==> src/rtl/csk_symbol_packer_if.sv <==
`default_nettype none
// ============================================================================
// Module   : csk_symbol_packer_if
// Purpose  : Byte-stream valid/ready bundle that feeds the CSK symbol packer.
// Revision : 1.0 - initial release
// ============================================================================
interface csk_symbol_packer_if;
    logic [7:0] data_in;
    logic       data_valid;
    logic       data_ready;

    modport master (
        output data_in,
        output data_valid,
        input  data_ready
    );

    modport slave (
        input  data_in,
        input  data_valid,
        output data_ready
    );
endinterface
`default_nettype wire

==> src/rtl/csk_symbol_packer.sv <==
`default_nettype none
// ============================================================================
// Module   : csk_symbol_packer
// Purpose  : Repacks a byte stream LSB-first into BPS-bit CSK symbols, one per
//            SYMBOL_PERIOD clocks. Optional CSK_PACKER_FLUSH_EN adds a flush input.
// Revision : 1.0 - initial release
// ============================================================================
module csk_symbol_packer #(
    parameter int NUMBER_OF_AXIS   = 3,
    parameter int NUMBER_OF_LEVELS = 4,
    parameter int SYMBOL_PERIOD    = 16
) (
    input  wire                clk,
    input  wire                resetn,
    input  wire                tx_en,
`ifdef CSK_PACKER_FLUSH_EN
    input  wire                flush,
`endif
    csk_symbol_packer_if.slave byte_if,
    output logic [5:0]         symbol_out,
    output logic               symbol_strobe,
    output logic               underrun,
    output logic [4:0]         bit_count
);

    localparam int BPS  = NUMBER_OF_AXIS * ((NUMBER_OF_LEVELS == 4) ? 2 : 1);
    localparam int TW   = (SYMBOL_PERIOD > 2) ? $clog2(SYMBOL_PERIOD) : 1;

    localparam logic [4:0]    c_bps      = 5'(BPS);
    localparam logic [4:0]    c_byte     = 5'd8;
    localparam logic [TW-1:0] c_tmr_last = TW'(SYMBOL_PERIOD - 1);

    logic [TW-1:0] r_timer;
    logic [15:0]   r_buf;
    logic [4:0]    r_count;
    logic [5:0]    r_symbol;
    logic          r_strobe;
    logic          r_underrun;

    logic          w_tick;
    logic          w_accept;
    logic          w_consume;
    logic          w_flush;
    logic [15:0]   w_buf_shift;
    logic [4:0]    w_count_shift;
    logic [15:0]   w_buf_next;
    logic [4:0]    w_count_next;
    logic [5:0]    w_symbol;

    assign w_tick     = tx_en && (r_timer == c_tmr_last);
    assign w_accept   = byte_if.data_valid && byte_if.data_ready;
    assign w_consume  = w_tick && (r_count >= c_bps);

`ifdef CSK_PACKER_FLUSH_EN
    // A partial symbol is only flushed when nothing complete is available.
    assign w_flush    = w_tick && flush && (r_count != 5'd0) && (r_count < c_bps);
`else
    assign w_flush    = 1'b0;
`endif

    assign byte_if.data_ready = (r_count <= c_byte);

    // Bits above bit_count are always zero, so a flushed partial symbol is
    // naturally zero-padded.
    always_comb begin
        w_symbol              = '0;
        w_symbol[BPS-1:0]     = r_buf[BPS-1:0];

        w_buf_shift   = r_buf;
        w_count_shift = r_count;
        if (w_consume) begin
            w_buf_shift   = r_buf >> BPS;
            w_count_shift = r_count - c_bps;
        end else if (w_flush) begin
            w_buf_shift   = '0;
            w_count_shift = '0;
        end

        // The new byte lands above whatever survives this cycle's shift.
        w_buf_next   = w_buf_shift;
        w_count_next = w_count_shift;
        if (w_accept) begin
            w_buf_next   = w_buf_shift | ({8'h00, byte_if.data_in} << w_count_shift);
            w_count_next = w_count_shift + c_byte;
        end
    end

    always_ff @(posedge clk or negedge resetn) begin
        if (!resetn) begin
            r_timer    <= '0;
            r_buf      <= '0;
            r_count    <= '0;
            r_symbol   <= '0;
            r_strobe   <= 1'b0;
            r_underrun <= 1'b0;
        end else begin
            if (!tx_en || (r_timer == c_tmr_last)) begin
                r_timer <= '0;
            end else begin
                r_timer <= r_timer + 1'b1;
            end

            r_buf      <= w_buf_next;
            r_count    <= w_count_next;
            r_strobe   <= w_consume || w_flush;
            r_underrun <= w_tick && !w_consume && !w_flush;

            if (w_consume || w_flush) begin
                r_symbol <= w_symbol;
            end
        end
    end

    assign symbol_out    = r_symbol;
    assign symbol_strobe = r_strobe;
    assign underrun      = r_underrun;
    assign bit_count     = r_count;

endmodule
`default_nettype wire

==> src/flat_wrapper.sv <==
// flat-port wrapper written by rule: the top's interface ports become plain ports
module csk_symbol_packer_flat 
#(
    parameter int NUMBER_OF_AXIS   = 3,
    parameter int NUMBER_OF_LEVELS = 4,
    parameter int SYMBOL_PERIOD    = 16
)
  (clk, resetn, tx_en, symbol_out, symbol_strobe, underrun, bit_count, byte_if_data_in, byte_if_data_valid, byte_if_data_ready);
  csk_symbol_packer_if byte_if_i ();
  input  wire clk;
  input  wire resetn;
  input  wire tx_en;
  output logic [5:0] symbol_out;
  output logic symbol_strobe;
  output logic underrun;
  output logic [4:0] bit_count;
  input wire logic [$bits(byte_if_i.data_in)-1:0] byte_if_data_in;
  input wire logic [$bits(byte_if_i.data_valid)-1:0] byte_if_data_valid;
  output wire logic [$bits(byte_if_i.data_ready)-1:0] byte_if_data_ready;
  assign byte_if_i.data_in = byte_if_data_in;
  assign byte_if_i.data_valid = byte_if_data_valid;
  assign byte_if_data_ready = byte_if_i.data_ready;
  csk_symbol_packer #(.NUMBER_OF_AXIS(NUMBER_OF_AXIS), .NUMBER_OF_LEVELS(NUMBER_OF_LEVELS), .SYMBOL_PERIOD(SYMBOL_PERIOD)) u_core (.clk(clk), .resetn(resetn), .tx_en(tx_en), .byte_if(byte_if_i), .symbol_out(symbol_out), .symbol_strobe(symbol_strobe), .underrun(underrun), .bit_count(bit_count));
endmodule
==> config.mk <==
export PLATFORM = sky130hd
export DESIGN_NAME = csk_symbol_packer_flat
export DESIGN_NICKNAME = d
export VERILOG_FILES = /design/src/rtl/csk_symbol_packer_if.sv /design/src/rtl/csk_symbol_packer.sv /design/src/flat_wrapper.sv
export SDC_FILE = /design/constraint.sdc
export NUM_CORES = 1
export LEC_CHECK = 0
export BUFFER_PORTS_ARGS = -buffer_cell sky130_fd_sc_hd__buf_2
export CORE_MARGIN = 4
export CORE_UTILIZATION = 54
export CTS_BUF_LIST = sky130_fd_sc_hd__clkbuf_2
export CTS_CLUSTER_SIZE = 24
export DETAILED_ROUTE_END_ITERATION = 12
export PLACE_DENSITY = 0.85
export SYNTH_ARGS = -nofsm -noshare
export SYNTH_HDL_FRONTEND = slang
export SYNTH_SLANG_ARGS = --single-unit
==> constraint.sdc <==
create_clock -name clk -period 2.2 [get_ports clk]
set_input_delay 0.22 -clock clk [delete_from_list [all_inputs] [get_ports clk]]
set_output_delay 0.22 -clock clk [all_outputs]
set_load 0.05 [all_outputs]
==> impl_results.md, run 1 <==
- Final Max Slew Viols: 0
- Maximum VDD drop: between 500 and 600 uV
- Post-synthesis register bit count: 32
- Fin util: around two thirds
- Slew @ Worst Pin: 0.720 ns
- Synth cell types: 46
- N_diodes: 0
- CTS tree: done
- Achievable Freq: about 480 MHz
- Crit path max-delay family: simple AND/OR/NAND/NOR gates
- Arr. time, crit path: 2.40 ns
- Min Tclk post-route: between 2 and 2.5 ns
- HP Start: tx_en
- Hold EP: u_core.r_timer[0]$_DFF_PN0_
- Startpoint types: register
- Post-DRT Antenna Nets: 0
- Reg2Reg Launch Point: u_core.bit_count[1]$_DFF_PN0_
- Placer Congestion: 0.936
- Die Area: roughly 4700 um2
- Reg-to-reg slack, setup: 0.1 ns
- Largest net degree at the start of global routing: 33
- Finished Cell Area: 2260 um2
- RSZ-0062 raised after global routing: false
- Share of layout cells above drive strength 1: between 20 and 25%
- Asr flop ratio synth: 100%
- Initial antenna violation count: 0
- Sequential area share after synthesis: between 40% and 50%
- Setup violators final: 0
- P_leak: around 1.1 nW
- CORE AREA: between 3000 and 4000 um2
- Post-Synth Simple-Gate Area: between 20% and 30%
- Multiplexer area fraction after synthesis: ~9.6%
- Routed vias/inst: between 6 and 7
- Cell area after placement: 2180 um2
- Die Y: 68.3 um
- Synth-to-layout area growth: 15.1%
- WS Path Type: reg2reg
- Hold depth: 3
- Synth Area in XOR/XNOR: under 10%
- CP required: roughly 2.5 ns
- Gate Count Post-Synth: ~220
- Max incr delay on CP: 0.45 ns
- PortBufs: 24
- Cell Rows: 21
- Cts bufs inserted: 5
- Slowest CP cell: dfrtp_2
- Worst-case clock buffer depth: 2
- Pwr/cell area: ~600 nW/um2
- Vias in the first global route: between 1,500 and 2,000
- Outcome: completed
- Avg Cell Area, Syn: between 8 and 9 um2
- Final Hold Fails: 0
- Grt ovf: 0
- Max Cap Viol: 0
- Pre-Repair DR Iteration Count: 4
- Via count: between 1,500 and 2,000
- Worst min path class: in2reg
- R2r endpoint: u_core.r_buf[12]$_DFF_PN0_
- Nets: approximately 270
- Final Cycle Share: a little over nine tenths
- Setup TNS: 0 ns
- Synth Net Count: between 200 and 250
- Worst reg2reg path depth: 7
- Post-synth EDFFs: 0
- CP bufs+invs: 1
- Crit path launch: u_core.bit_count[1]$_DFF_PN0_
- Tot GR Track Use: roughly a quarter
- Max_slew headroom: between 50% and 60%
- Adder-Cell Fraction of Synth Area: under 10%
- Initial core utilization: between 50 and 60%
- Compound-gate portion of the synthesized area: ~17%
- Sinks on Clock Net: 32
- Ports: 26
- Post-Route WL: about 4800 um
- Worst-path maximum fanout: 14
- Filler cell count: between 200 and 300
- Number of DRC markers in iteration 0: ~160
- Residual DRC count: 0
- CTS H-tree depth: 2
- Register clock-pin slew on the reported worst setup and hold paths: 0.18 ns
- Die width: around 68 um
- First-pass GRT wire length: 8050 um
- Mapped Area: between 1500 and 2000 um2
- WL per Instance: 16.2 um
- Primary FF master, synth: dfrtp_1
- Crit end category: register
- Synth warnings: 0
- Worst clock skew: 0.0249 ns
- Worst-Skew Late Latency: between 0.3 and 0.4 ns
- Root buf cell: clkbuf_2
- Hpwl dp: approximately 3500 um
- Largest family of logic cells by synthesized area: simple AND/OR/NAND/NOR gates
- Cells along the critical path: ha_1, or3_4, nand2_4, inv_4, and3_4, o21a_1, a221o_1
-- cell type report --
cell class                 count  area (um2)  area share, %
sequential                    32         803           35.6
clock buffer                   6        30.0           1.33
multi-input combinational    166        1050           46.5
inverter                       6        25.0           1.11
timing repair buffer          42         258           11.4
tap                           46        57.6           2.55
clock inverter                 2        35.0           1.55
-- placed cells by master, fill, tap and decap left out, types with 2 or more instances in the layout --
master / n
mux4_2: 2
nor2b_1: 3
and2_1: 4
nor3b_1: 2
a21oi_1: 17
a31oi_1: 2
a211oi_1: 7
buf_4: 17
clkinv_1: 2
dfrtp_2: 2
mux2_2: 3
dfrtp_1: 30
o211ai_1: 4
nand2_1: 46
nor3_1: 4
o22ai_1: 3
nor2_1: 7
clkbuf_2: 6
nand4_1: 3
nand2b_1: 2
o21ai_0: 10
ha_1: 3
mux2i_1: 11
and3_1: 2
nand3_1: 11
buf_2: 24
inv_1: 3
a221o_1: 2
-- tightest hold or removal path: stages --
cell and delay, ns:
buf_2 0.13, nand2_1 0.06, nor2_1 0.03
-- synthesized netlist by cell type (3+ instances only) --
library cell	count	area (um2)
nand2_1	46	173
dfrtp_1	32	801
a21oi_1	17	85.1
mux2i_1	11	110
nand3_1	11	55.1
o21ai_0	10	50.1
nor2_1	8	30.0
a211oi_1	7	52.6
buf_4	6	45.0
buf_2	5	25.0
and2_1	4	25.0
nor3_1	4	20.0
o211ai_1	4	30.0
ha_1	3	37.5
inv_1	3	11.3
mux2_2	3	33.8
nand4_1	3	18.8
nor2b_1	3	18.8
o22ai_1	3	18.8
-- repair_timing --
action / in CTS / in global routing
hold buffers: 1 / 0
endpoints found under the setup margin: 0 / 0
setup buffers: 0 / 0
hold endpoints to repair: 32 / 0
gates resized for setup: 0 / 0
-- through the flow --
stage / setup WS, ns / instances / hold WS, ns / total power, mW
6_report: 0.0996 / 300 / 0.0828 / 1.39
5_1_grt: 0.000416 / 300 / 0.0781 / 1.46
3_3_place_gp: 0.181 / 291 / 0.309 / 0.980
4_1_cts: 0.112 / 300 / 0.0655 / 1.39
3_5_place_dp: 0.110 / 291 / 0.320 / 0.989
2_1_floorplan: 0.00376 / 218 / -0.0756 / 0.872
-- kinds of logic after synthesis --
group / after synthesis
XOR/XNOR: 2
AND/OR/NAND/NOR: 92
buffers and inverters: 20
AO/OA/AOI/OAI: 52
adder cells (fa/ha/maj): 3
multiplexers: 16
flip-flops: 32
other: 1
-- power by group --
part / total [mW] / switching, mW / leakage [nW] / internal [mW]
Clock: 0.406 / 0.210 / 0.0430 / 0.196
Sequential: 0.622 / 0.0158 / 0.392 / 0.607
Combinational: 0.363 / 0.242 / 0.680 / 0.122
-- worst max path at each step --
stage	to	cells after the start
3_5_place_dp	u_core.r_buf[12]$_DFF_PN0_	7
2_1_floorplan	u_core.r_buf[9]$_DFF_PN0_	8
5_1_grt	u_core.r_buf[0]$_DFF_PN0_	8
6_report	u_core.r_buf[12]$_DFF_PN0_	7
4_1_cts	u_core.r_buf[12]$_DFF_PN0_	7
3_3_place_gp	u_core.r_buf[12]$_DFF_PN0_	7
-- routing by layer --
metal | share of wire (%) | GRT usage, % | wire length [um] | up-vias
met5 | 0 | 0 | 0 | -
met4 | 3.1 | 12.2 | 148 | 0
met3 | 6.8 | 5.75 | 331 | 14
met2 | 48 | 36.3 | 2310 | 94
met1 | 42 | 31.1 | 2050 | 845
li1 | - | - | - | 852
-- registers in the layout, summed over array words and instances, names as in the netlist --
register / flops
u_core.r_buf: 16
u_core.symbol_out: 6
u_core.bit_count: 4
u_core.r_timer: 4
u_core.symbol_strobe: 1
u_core.underrun: 1
Power figures use the tool's default switching activity.
==> run 2: changes to the inputs <==
--- a/config.mk
+++ b/config.mk
@@ -12,6 +12,7 @@
 export CTS_CLUSTER_SIZE = 24
 export DETAILED_ROUTE_END_ITERATION = 12
 export PLACE_DENSITY = 0.85
+export RECOVER_POWER = 100
 export SYNTH_ARGS = -nofsm -noshare
 export SYNTH_HDL_FRONTEND = slang
 export SYNTH_SLANG_ARGS = --single-unit
==> run 2 against run 1 <==
Net effect:
- total power barely moved
- first-iteration DRC count increased by 26%
- die area is the same
- core utilization down 0.62 points
- clock skew is 0.00080 ns higher
- critical endpoint unchanged
- largest cell class unchanged
- largest power group unchanged
==> impl_results.md, run 2 (synthesized netlist as in run 1, its figures left out) <==
- Most common cell after layout, fill and taps aside: nand2_1
- N_diodes: 0 (unchanged)
- Startpoint types: register
- Die Area: 4660 um2 (unchanged)
- Routed vias/inst: 5.97 (-0.72%)
- Max_slew headroom: 46.4% (-5.6 points)
- PortBufs: 24 (unchanged)
- P_leak: 1.06 nW (-4.6%)
- Slowest CP cell: dfrtp_2
- Finished Cell Area: 2240 um2 (-0.94%)
- CTS H-tree depth: 2 (unchanged)
- Residual DRC count: 0 (unchanged)
- Cts bufs inserted: 5 (unchanged)
- WS Path Type: reg2reg
- First-pass GRT wire length: 8050 um (unchanged)
- Cell area after placement: 2180 um2 (unchanged)
- Pre-Repair DR Iteration Count: 4 (unchanged)
- Max Cap Viol: 0 (unchanged)
- Max incr delay on CP: 0.45 ns (about the same)
- CORE AREA: 3420 um2 (unchanged)
- RSZ-0062 raised after global routing: false
- Reg area: 803 um2 (unchanged)
- M1 WL: 2040 um (-0.73%)
- Final std cells w/o fill: 300 (unchanged)
- Achievable Freq: 477 MHz (+0.28%)
- Largest net degree at the start of global routing: 33 (unchanged)
- Initial antenna violation count: 0 (unchanged)
- Die Y: 68.3 um (unchanged)
- Filler cell count: 291 (+2.8%)
- Grt ovf: 0 (unchanged)
- Multi-input gate area: 1050 um2 (unchanged)
- Highest Signal Layer: met4
- Fin util: 65.5% (-0.62 points)
- Post-Route WL: 4890 um (+0.76%)
- Post_cts resized: 0 (unchanged)
- Placer Congestion: 0.936 (unchanged)
- Share of layout cells above drive strength 1: 19.7% (-5.1 points)
- Worst min path class: in2reg
- CTS tree: done
- Worst Hold Slack: 0.0806 ns (-0.00221 ns)
- Post-Place Worst Slack: 0.110 ns (unchanged)
- Fin worst setup slack: 0.105 ns (+0.00579 ns)
- Outcome: completed
- Commonest non-fill, non-tap cells in the layout: nand2_1 (46), dfrtp_1 (30), a21oi_1 (17)
- Biggest register: u_core.r_buf
- Final Hold Fails: 0 (unchanged)
- Arr. time, crit path: 2.40 ns (about the same)
- Vias in the first global route: 1,691 (unchanged)
- CP required: 2.50 ns (about the same)
- Tot GR Track Use: 23.7% (unchanged)
- Met3 WL: 366 um (+11%)
- Cells along the critical path: ha_1, or3_4, nand2_4, inv_4, and3_4, o21a_1, a221o_1
- Reg-to-reg slack, setup: 0.11 ns (about the same)
- Crit end category: register
- Via count: 1,792 (-0.72%)
- Number of DRC markers in iteration 0: 196 (+26%)
- Cell Rows: 21 (unchanged)
- Worst-Skew Late Latency: 0.40 ns (about the same)
- Hpwl dp: 3520 um (unchanged)
- Worst-case clock buffer depth: 2 (unchanged)
- Number of setup buffers added after CTS: 0 (unchanged)
- Post-DRT Antenna Nets: 0 (unchanged)
- Hold Buf Count CTS: 1 (unchanged)
- Slew @ Worst Pin: 0.803 ns (+0.0833 ns)
- Ports: 26 (unchanged)
- Min Tclk post-route: 2.09 ns (-0.00579 ns)
- Setup violators final: 0 (unchanged)
- Root buf cell: clkbuf_2
- Nets: 268 (unchanged)
- Worst-path maximum fanout: 14 (unchanged)
- Synth-to-layout area growth: 14.0%
- Final Max Slew Viols: 0 (unchanged)
- Register clock-pin slew on the reported worst setup and hold paths: 0.18 ns (about the same)
- WL per Instance: 16.3 um (+0.76%)
- Final Cycle Share: 95.2% (-0.26 points)
- Sinks on Clock Net: 32 (unchanged)
- Maximum VDD drop: 519 uV (+0.18%)
- Max FFs per register: 16 (unchanged)
- # placed instances: 291 (unchanged)
- Die width: 68.3 um (unchanged)
- Worst clock skew: 0.0257 ns (+0.000803 ns)
- WL met2: 2310 um (-0.13%)
- Setup TNS: 0 ns (unchanged)
- Initial core utilization: 57.4% (unchanged)
- Final total power: 1.39 mW (about the same)
- Pwr/cell area: 622 nW/um2 (+0.98%)
-- run 2: area by class of cell --
type / instances / area share (%)
well taps: 46 / 2.57
clock buffers: 6 / 1.34
flip-flops and latches: 32 / 35.9
repair buffers: 42 / 10.6
clock inverters: 2 / 1.57
inverters: 6 / 1.12
multi-input cells: 166 / 46.9
-- run 2: final timing paths --
check                                         startpoint                            end  cells past startpoint
hold / removal                                     tx_en    u_core.r_timer[0]$_DFF_PN0_                      3
setup reg to reg           u_core.bit_count[1]$_DFF_PN0_     u_core.r_buf[12]$_DFF_PN0_                      7
hold reg to reg              u_core.r_timer[0]$_DFF_PN0_    u_core.r_timer[0]$_DFF_PN0_                      1
setup / recovery           u_core.bit_count[1]$_DFF_PN0_     u_core.r_buf[12]$_DFF_PN0_                      7
max in group asynchronous                         resetn  u_core.bit_count[1]$_DFF_PN0_                      2
min in group asynchronous                         resetn     u_core.r_buf[11]$_DFF_PN0_                      2
-- run 2: report_power, final --
part	leakage, nW	switching (mW)	internal (mW)	total [mW]
clock	0.0430	0.213	0.196	0.409
combinational	0.629	0.243	0.119	0.361
sequential	0.392	0.0150	0.607	0.622
total	1.06	0.471	0.921	1.39
-- run 2: routing by layer --
metal	up-vias	global-route usage, %
met1	847	31.1
met5	-	0
li1	851	-
met2	78	36.3
met4	0	12.2
met3	16	5.75
-- run 2: worst max-delay path: cells and delay by family, from the launching register on --
kind            cells  cell delay, ns
compound gates      2            0.49
simple gates        3            0.74
fa+ha+maj           1            0.21
buf+inv             1            0.12
flops               1            0.45
